===== src/rtl/bram_stream_fifo.sv =====
// bram_stream_fifo: first-word-fall-through FIFO over one simple-dual-port block RAM.
// Latency: a push into an empty FIFO shows o_valid three cycles later; 1 push + 1 pop per cycle sustained.
// Backpressure: o_ready is registered and drops only at full; o_data holds while o_valid && !i_ready.
//
// Ports:
//   i_clk, i_rst_n (sync, active low), i_flush (sync clear, keeps o_ready high)
//   i_valid / o_ready / i_data   : upstream write handshake
//   o_valid / i_ready / o_data   : downstream head handshake, o_data from a register
//   o_count                      : total occupancy 0..2**ADDR_WIDTH

// sdp_block_ram: one write port, one registered read port, no reset on contents.
module sdp_block_ram #(
    parameter int ADDR_WIDTH = 5,
    parameter int DATA_WIDTH = 32
) (
    input  logic                  clk,
    input  logic                  we,
    input  logic [ADDR_WIDTH-1:0] waddr,
    input  logic [DATA_WIDTH-1:0] wdata,
    input  logic                  re,
    input  logic [ADDR_WIDTH-1:0] raddr,
    output logic [DATA_WIDTH-1:0] rdata
);
    logic [DATA_WIDTH-1:0] mem [2**ADDR_WIDTH];

    always_ff @(posedge clk) begin
        if (we) mem[waddr] <= wdata;
        if (re) rdata <= mem[raddr];
    end
endmodule

module bram_stream_fifo #(
    parameter int ADDR_WIDTH = 5,
    parameter int DATA_WIDTH = 32
) (
    input  logic                  i_clk,
    input  logic                  i_rst_n,
    input  logic                  i_flush,
    input  logic                  i_valid,
    output logic                  o_ready,
    input  logic [DATA_WIDTH-1:0] i_data,
    output logic                  o_valid,
    input  logic                  i_ready,
    output logic [DATA_WIDTH-1:0] o_data,
    output logic [ADDR_WIDTH:0]   o_count
);
    localparam int CAPACITY = 1 << ADDR_WIDTH;

    logic [ADDR_WIDTH-1:0] wptr, rptr;
    logic [ADDR_WIDTH:0]   ram_cnt, ram_cnt_n;
    logic [ADDR_WIDTH:0]   count_q, count_n;
    logic                  ready_q;
    logic                  inflight;
    logic [DATA_WIDTH-1:0] rd_data;
    logic [DATA_WIDTH-1:0] stg0, stg1, stg0_n, stg1_n;
    logic [1:0]            stg_cnt, stg_cnt_n;
    logic [1:0]            occ;
    logic                  push, pop, issue;

    assign o_ready = ready_q;
    assign o_valid = (stg_cnt != 2'd0);
    assign o_data  = stg0;
    assign o_count = count_q;

    assign push = i_valid && ready_q;
    assign pop  = o_valid && i_ready;

    // Slots already claimed in the output stage, treating a same-cycle pop as freed.
    // stg_cnt + inflight never exceeds 2, so this cannot wrap.
    assign occ   = stg_cnt + {1'b0, inflight} - {1'b0, pop};
    // ram_cnt is registered, so a same-cycle push is never counted and a read can
    // never target the address being written this cycle.
    assign issue = (ram_cnt != '0) && (occ < 2'd2);

    assign count_n   = count_q + {{ADDR_WIDTH{1'b0}}, push} - {{ADDR_WIDTH{1'b0}}, pop};
    assign ram_cnt_n = ram_cnt + {{ADDR_WIDTH{1'b0}}, push} - {{ADDR_WIDTH{1'b0}}, issue};

    sdp_block_ram #(
        .ADDR_WIDTH (ADDR_WIDTH),
        .DATA_WIDTH (DATA_WIDTH)
    ) u_ram (
        .clk   (i_clk),
        .we    (push && !i_flush),
        .waddr (wptr),
        .wdata (i_data),
        .re    (issue && !i_flush),
        .raddr (rptr),
        .rdata (rd_data)
    );

    // Output stage: drop the head on pop, then append returning RAM data behind it.
    always_comb begin
        stg0_n    = stg0;
        stg1_n    = stg1;
        stg_cnt_n = stg_cnt;
        if (pop) begin
            stg0_n    = stg1;
            stg_cnt_n = stg_cnt - 2'd1;
        end
        if (inflight) begin
            if (stg_cnt_n == 2'd0) stg0_n = rd_data;
            else                   stg1_n = rd_data;
            stg_cnt_n = stg_cnt_n + 2'd1;
        end
    end

    always_ff @(posedge i_clk) begin
        if (!i_rst_n || i_flush) begin
            wptr     <= '0;
            rptr     <= '0;
            ram_cnt  <= '0;
            count_q  <= '0;
            inflight <= 1'b0;
            stg_cnt  <= 2'd0;
            stg0     <= '0;
            stg1     <= '0;
            ready_q  <= i_rst_n;
        end else begin
            if (push)  wptr <= wptr + 1'b1;
            if (issue) rptr <= rptr + 1'b1;
            ram_cnt  <= ram_cnt_n;
            count_q  <= count_n;
            inflight <= issue;
            stg_cnt  <= stg_cnt_n;
            stg0     <= stg0_n;
            stg1     <= stg1_n;
            // count never exceeds CAPACITY, so its MSB alone means full.
            ready_q  <= !count_n[ADDR_WIDTH];
        end
    end

`ifndef SYNTHESIS
    a_count_range: assert property (@(posedge i_clk) disable iff (!i_rst_n)
        int'(o_count) <= CAPACITY);
    a_no_push_full: assert property (@(posedge i_clk) disable iff (!i_rst_n)
        (int'(o_count) == CAPACITY) |-> !(i_valid && o_ready));
    a_hold: assert property (@(posedge i_clk) disable iff (!i_rst_n)
        (o_valid && !i_ready && !i_flush) |=> (o_valid && $stable(o_data)));
`endif
endmodule


===== config.mk =====
export PLATFORM = sky130hd
export DESIGN_NAME = bram_stream_fifo
export DESIGN_NICKNAME = d
export VERILOG_FILES = /design/src/rtl/bram_stream_fifo.sv
export SDC_FILE = /design/constraint.sdc
export NUM_CORES = 1
export LEC_CHECK = 0
export ABC_AREA = 0
export BUFFER_PORTS_ARGS = -buffer_cell sky130_fd_sc_hd__buf_2
export CAP_MARGIN = 25
export CORE_AREA = 2 2 345 518
export DETAILED_ROUTE_END_ITERATION = 16
export DIE_AREA = 0 0 347 520
export PLACE_DENSITY = 0.42
export SLEW_MARGIN = 10
export SYNTH_ARGS = -nofsm -noshare
export SYNTH_HDL_FRONTEND = slang
export SYNTH_SLANG_ARGS = --single-unit

===== constraint.sdc =====
create_clock -name i_clk -period 4.5 [get_ports i_clk]
set_input_delay 0.45 -clock i_clk [delete_from_list [all_inputs] [get_ports i_clk]]
set_output_delay 0.45 -clock i_clk [all_outputs]
set_load 0.01 [all_outputs]

Yosys cells after proc, flatten, opt, wreduce, memory -nomap -nowiden
Memories as Yosys holds them, arrays and structs flattened. A register that Yosys moved wholly into a read port is not among the register bits.
Index checks and enable logic that the tools add are counted.
- input bits: 37
- output and inout bits: 40
- memories: 1
- register bits: 90
- logic and storage cells: 43
- memory bits (writable): 1024
- memory list (memory ; depth ; bits a word ; read ports ; clocked after Yosys merged registers in ; wr ports ; line ; text):
    u_ram.mem ; 32 ; 32 ; 1 ; 1 ; 1 ; 24 ; logic [DATA_WIDTH-1:0] mem [2**ADDR_WIDTH];
- add/sub/neg operators: 10
- order comparisons: 1
- reduce and logical (&&, ||, !) cells: 13
- multiplexer cells: 8
- bitwise operators: 1
- operators with widths (cell ; count):
    $mux 32 ; 3
    $add 6x1->6 ; 2
    $sub 6x1->6 ; 2
    $add 5x1->5 const B ; 2
    $reduce_bool 6->1 ; 1
    $logic_and 1x1->1 ; 5
    $mux 2 ; 2
    $logic_not 1->1 ; 3
    $mux 1 ; 3
    $add 2x1->2 ; 1
    $add 2x1->2 const B ; 1
    $logic_not 2->1 ; 1
    $lt 2x2->1 const B ; 1
    $reduce_and 2->1 ; 1
    $reduce_bool 2->1 ; 1
    $sub 2x1->2 ; 1
    $sub 2x1->2 const B ; 1
    $logic_or 1x1->1 ; 1
    $not 1->1 ; 1

Longest topological paths before layout
- word-level depth: 6
- depth in mapped cells: 19

By module
A second synthesis with hierarchy kept.
- cells, all modules: 2755
- area total of the unflattened synthesis: 44769.2 µm²
- modules (own cells, without submodules) (module ; cells each ; seq. area each (µm²) ; instances ; area an instance (µm²)):
    sdp_block_ram ; 2260 ; 31710.4 ; 1 ; 40805.4
    bram_stream_fifo ; 495 ; 1801.7 ; 1 ; 3963.8

Worst setup path before layout
OpenSTA, ideal clock, no wires.
- path type: flip-flop to flip-flop
- from: register stg_cnt[0]
- to: register u_ram.rdata[0], read port of u_ram.mem (enable)
- clock period less this slack: 3.914 ns
- stages on the path, launching flop included: 12
- arrival: 3.493 ns
- slack: 0.586 ns
- path through: dfxtp_1 > inv_1 > ha_1 > nor2b_1 > clkbuf_1 > nor2_1 > or2_2 > ha_1 > xnor2_1 > xor2_1 > nand2_1 > nor2_1
- longest elaborated chain between the ends: 6
- RTL lines (what ; line ; text):
    start, declared ; 56 ; logic [1:0] stg_cnt, stg_cnt_n;
    start signal, assigned ; 124 ; stg_cnt <= stg_cnt_n;
    parallel branches: the longest is 2 deep, another holds $add 2x1->2 ; - ;
    $sub 2x1->2 (*) ; 70 ; assign occ = stg_cnt + {1'b0, inflight} - {1'b0, pop};
    $lt 2x2->1 (*) ; 73 ; assign issue = (ram_cnt != '0) && (occ < 2'd2);
    $logic_and 1x1->1 (*) ; 73 ;
    $logic_and 1x1->1 (*) ; 86 ; .re (issue && !i_flush),
    via u_ram.re ; 20 ; input logic re,
    end, declared ; 22 ; output logic [DATA_WIDTH-1:0] rdata
Mark *: on every way through the listed nets, which the timed path passes.
A chain may end at the register's enable or synchronous reset.

Final worst setup path
- from: register stg_cnt[0]
- to: register ram_cnt[4]
- longest elaborated chain between the ends: 6
- RTL lines (what ; line ; text):
    parallel branches: the longest is 2 deep, another holds $add 2x1->2 ; - ;
    $sub 2x1->2 (*) ; 70 ;
    $lt 2x2->1 (*) ; 73 ;
    $logic_and 1x1->1 (*) ; 73 ;
    via issue ; 58 ; logic push, pop, issue;
    $sub 6x1->6 (*) ; 76 ; assign ram_cnt_n = ram_cnt + {{ADDR_WIDTH{1'b0}}, push} - {{ADDR_WIDTH{1'b0}}, issue};
    end signal, assigned ; 121 ; ram_cnt <= ram_cnt_n;
    end, declared ; 50 ; logic [ADDR_WIDTH:0] ram_cnt, ram_cnt_n;
Marks and branches as above.

==> flow_metrics.env <==
export IMPL_status="complete, no violations"
export IMPL_slowest_stage="fa_1"
export IMPL_syn_num_nets=2316
export IMPL_arrival_ps=4230
export IMPL_timing_fmax_ghz=0.272
export IMPL_numClockSinks=1146
export IMPL_cp_max_fo=4
export IMPL_min_to="o_ready$_DFF_P_"
export IMPL_cp_end_kind="flop"
export IMPL_path_cells="inv_1, ha_1, nor2b_4, nor2_1, or2_2, ha_1, xnor2_1, xor2_1, nand2_1, inv_1, ha_1, inv_1, ha_1, fa_1, a21oi_1, o21bai_1, xnor2_1, nor2_1"
export IMPL_nFillCells=17100
export IMPL_holdPathStages=2
export IMPL_final_hold_violation_count=0
export IMPL_path_class="reg -> reg"
export IMPL_worstRegToRegCells=18
export IMPL_worstSkewPairLatency_ps=710
export IMPL_rows=189
export IMPL_nets=2440
export IMPL_die_area_um2=180000
export IMPL_grt_pass1_wl_um=171000
export IMPL_p_int_mw=18.5
export IMPL_drt_wl_total_um=120000
export IMPL_placedInstanceArea_um2=47500
export IMPL_htree_levels=3
export IMPL_finalCriticalPeriod_ps=3670
export IMPL_cts_root_buf="clkbuf_16"
export IMPL_post_drt_wl_per_cell_um=25.1
export IMPL_post_cts_resized=0
export IMPL_rsz0062_at_grt="no"
export IMPL_cts_buffers=105
export IMPL_setup_viol=0
export IMPL_hp_class="in -> reg"
export IMPL_combinationalPowerShare_pct=13.2
export IMPL_cts_clk_slew_worst_paths_ps=70
export IMPL_irDropWorstVdd_mv=0.299
export IMPL_seq_area_frac_synth_pct=76.6
export IMPL_fin_area_um2=51000
export IMPL_io_buffers=76
export IMPL_pin_count=77
export IMPL_start_util_pct=24.8
export IMPL_vias=21600
export IMPL_switchingPower_mw=6.07
export IMPL_start_kind="flop"
export IMPL_tightest_slew_ps=1010
export IMPL_via_per_inst=4.54
export IMPL_setup_tns_final_ps=0
export IMPL_power_leakage_nw=15.2
export IMPL_rr_endpoint="ram_cnt[4]$_SDFF_PP0_"
export IMPL_synth_cells=2256
export IMPL_postLayoutCoreUtil_pct=28.9
export IMPL_seqPwrFrac_pct=49.4
export IMPL_maxSlewViolCount=0
export IMPL_hold_start="i_flush"
export IMPL_grt_use_total_pct=13.1
export IMPL_p_sw_share_pct=24.7
export IMPL_cts_tree="done"
export IMPL_async_flop_share_pct=0
export IMPL_cp_required_ps=5060
export IMPL_power_frac_clock_pct=37.4
export IMPL_netlist_area_um2=43700
export IMPL_max_cap_violations=0
export IMPL_drtIter0Drc=1544
export IMPL_cts_setup_buffers=0
export IMPL_first_pass_iters=5
export IMPL_gp_congestion=0.745
export IMPL_cts_path_max_buffers=3
export IMPL_fin_crit_sh_pct=81.6
export IMPL_slew_headroom_pct=32.9
export IMPL_synth_seq_cells=1146
export IMPL_dpl_hpwl_um=73100
export IMPL_avgSynthCellArea_um2=19.4
export IMPL_ys_flop_type="edfxtp_1"
export IMPL_antenna_found_initial=12
export IMPL_r2r_start="stg_cnt[0]$_SDFF_PP0_"
export IMPL_total_power_mw=24.5
export IMPL_powerDensity_nw_per_um2=481
export IMPL_drc=0
export IMPL_synth_edf_count=1056
export IMPL_grt_max_degree=88
export IMPL_coreArea_um2=176000
export IMPL_area_growth_pct=16.5
export IMPL_drive_gt1_share_pct=22.6
export IMPL_finalClockSkew_ps=19.1
export IMPL_crit_top_cell="ha_1"
export IMPL_multi_input_area_um2=9750
export IMPL_gr_total_overflow=0
export IMPL_slowest_delay_ps=440
export IMPL_yosysUniqueCellTypes=50
export IMPL_die_h_um=520
export IMPL_ant_nets=0
export IMPL_r2r_slack_ps=830
export IMPL_layout_cells_most_common_list="edfxtp_1, mux4_2, nand2_1"
export IMPL_die_w_um=347
export IMPL_synth_warning_count=0
export IMPL_final_common_cell="edfxtp_1"
export IMPL_seqCellArea_um2=33500
export IMPL_grt_pass1_vias=22700
-- registers in the layout, summed over array words and instances, names as in the netlist --
| register | cells |
|---|---|
| u_ram.mem | 1024 |
| o_data | 32 |
| stg1 | 32 |
| u_ram.rdata | 32 |
| o_count | 6 |
| ram_cnt | 6 |
| rptr | 5 |
| wptr | 5 |
| stg_cnt | 2 |
| inflight | 1 |
| o_ready | 1 |
-- metrics by stage --
step                instances  hold slack, ps  setup WS [ps]
floorplan                2256             437            586
global placement         4564             443            759
detailed placement       4564             447            862
CTS                      4761            73.5            830
global route             4762             108            607
finish                   4762             146            826
-- how the worst max path moves through the flow --
| stage | start | end | slack (ps) | cells after the start |
|---|---|---|---|---|
| 2_1_floorplan | stg_cnt[0]$_SDFF_PP0_ | u_ram.rdata[0]$_DFFE_PP_ | 590 | 11 |
| 3_5_place_dp | stg_cnt[0]$_SDFF_PP0_ | ram_cnt[4]$_SDFF_PP0_ | 860 | 18 |
| 6_report | stg_cnt[0]$_SDFF_PP0_ | ram_cnt[4]$_SDFF_PP0_ | 830 | 18 |
| 4_1_cts | stg_cnt[0]$_SDFF_PP0_ | ram_cnt[4]$_SDFF_PP0_ | 830 | 18 |
| 3_3_place_gp | stg_cnt[0]$_SDFF_PP0_ | ram_cnt[4]$_SDFF_PP0_ | 760 | 18 |
| 5_1_grt | stg_cnt[0]$_SDFF_PP0_ | ram_cnt[4]$_SDFF_PP0_ | 610 | 18 |
-- critical path, delay by kind of cell, from the launching register on --
family	cells	cell delay, ps
buf+inv	3	210
compound gates	2	240
simple gates	5	710
fa+ha+maj	5	1240
xor+xnor	3	740
flops	1	380
-- cell usage after synthesis, types with 18 or more instances --
library cell | n | area share (%)
edfxtp_1 | 1056 | 72
mux4_2 | 194 | 10
nand2_1 | 145 | 1.2
mux2i_1 | 127 | 2.9
a22oi_1 | 94 | 1.6
dfxtp_1 | 90 | 4.1
nor2_1 | 86 | 0.74
clkbuf_1 | 81 | 0.70
a21oi_1 | 74 | 0.85
a311oi_1 | 33 | 0.66
o221ai_1 | 32 | 0.64
a211oi_1 | 31 | 0.53
o22ai_1 | 31 | 0.44
inv_1 | 22 | 0.19
ha_1 | 21 | 0.60
buf_4 | 18 | 0.31
-- area by class of cell --
class	instances	share of cell area [%]
Clock inverter	75	1.50
Multi-Input combinational cell	951	19.1
Tap cell	2292	5.63
Timing Repair Buffer	154	2.42
Inverter	22	0.162
Antenna cell	1	0.00491
Clock buffer	121	5.36
Sequential cell	1146	65.8
-- repair_timing --
| item | CTS | global route |
|---|---|---|
| hold buffers | 1 | 0 |
| setup endpoints to repair | 0 | 0 |
| hold endpoints to repair | 1 | 0 |
-- metal layers --
metal	wire [um]	track usage, %	share of wire [%]	vias to the layer above
li1	-	-	-	9456
met1	48700	15.8	41	11600
met2	64300	24.4	54	435
met3	4520	2.07	3.8	121
met4	1970	3.07	1.6	14
met5	79	0	0.066	-
-- power groups by stage --
stage	logic (mW)	clock network, mW	registers (mW)
3_3_place_gp	3.29	0	12.3
2_1_floorplan	2.30	0	12.2
6_report	3.24	9.18	12.1
5_1_grt	3.53	9.80	12.1
3_5_place_dp	3.33	0	12.3
4_1_cts	3.34	9.45	12.1
-- logic make-up after synthesis --
kind of cell	count (synthesis)	share of synthesized area, %
AO/OA/AOI/OAI	312	5.02
XOR/XNOR	12	0.240
adder cells (fa/ha/maj)	23	0.692
buffers and inverters	159	1.78
flip-flops	1146	76.6
multiplexers	321	12.9
AND/OR/NAND/NOR	283	2.76
Power figures use the tool's default switching activity.
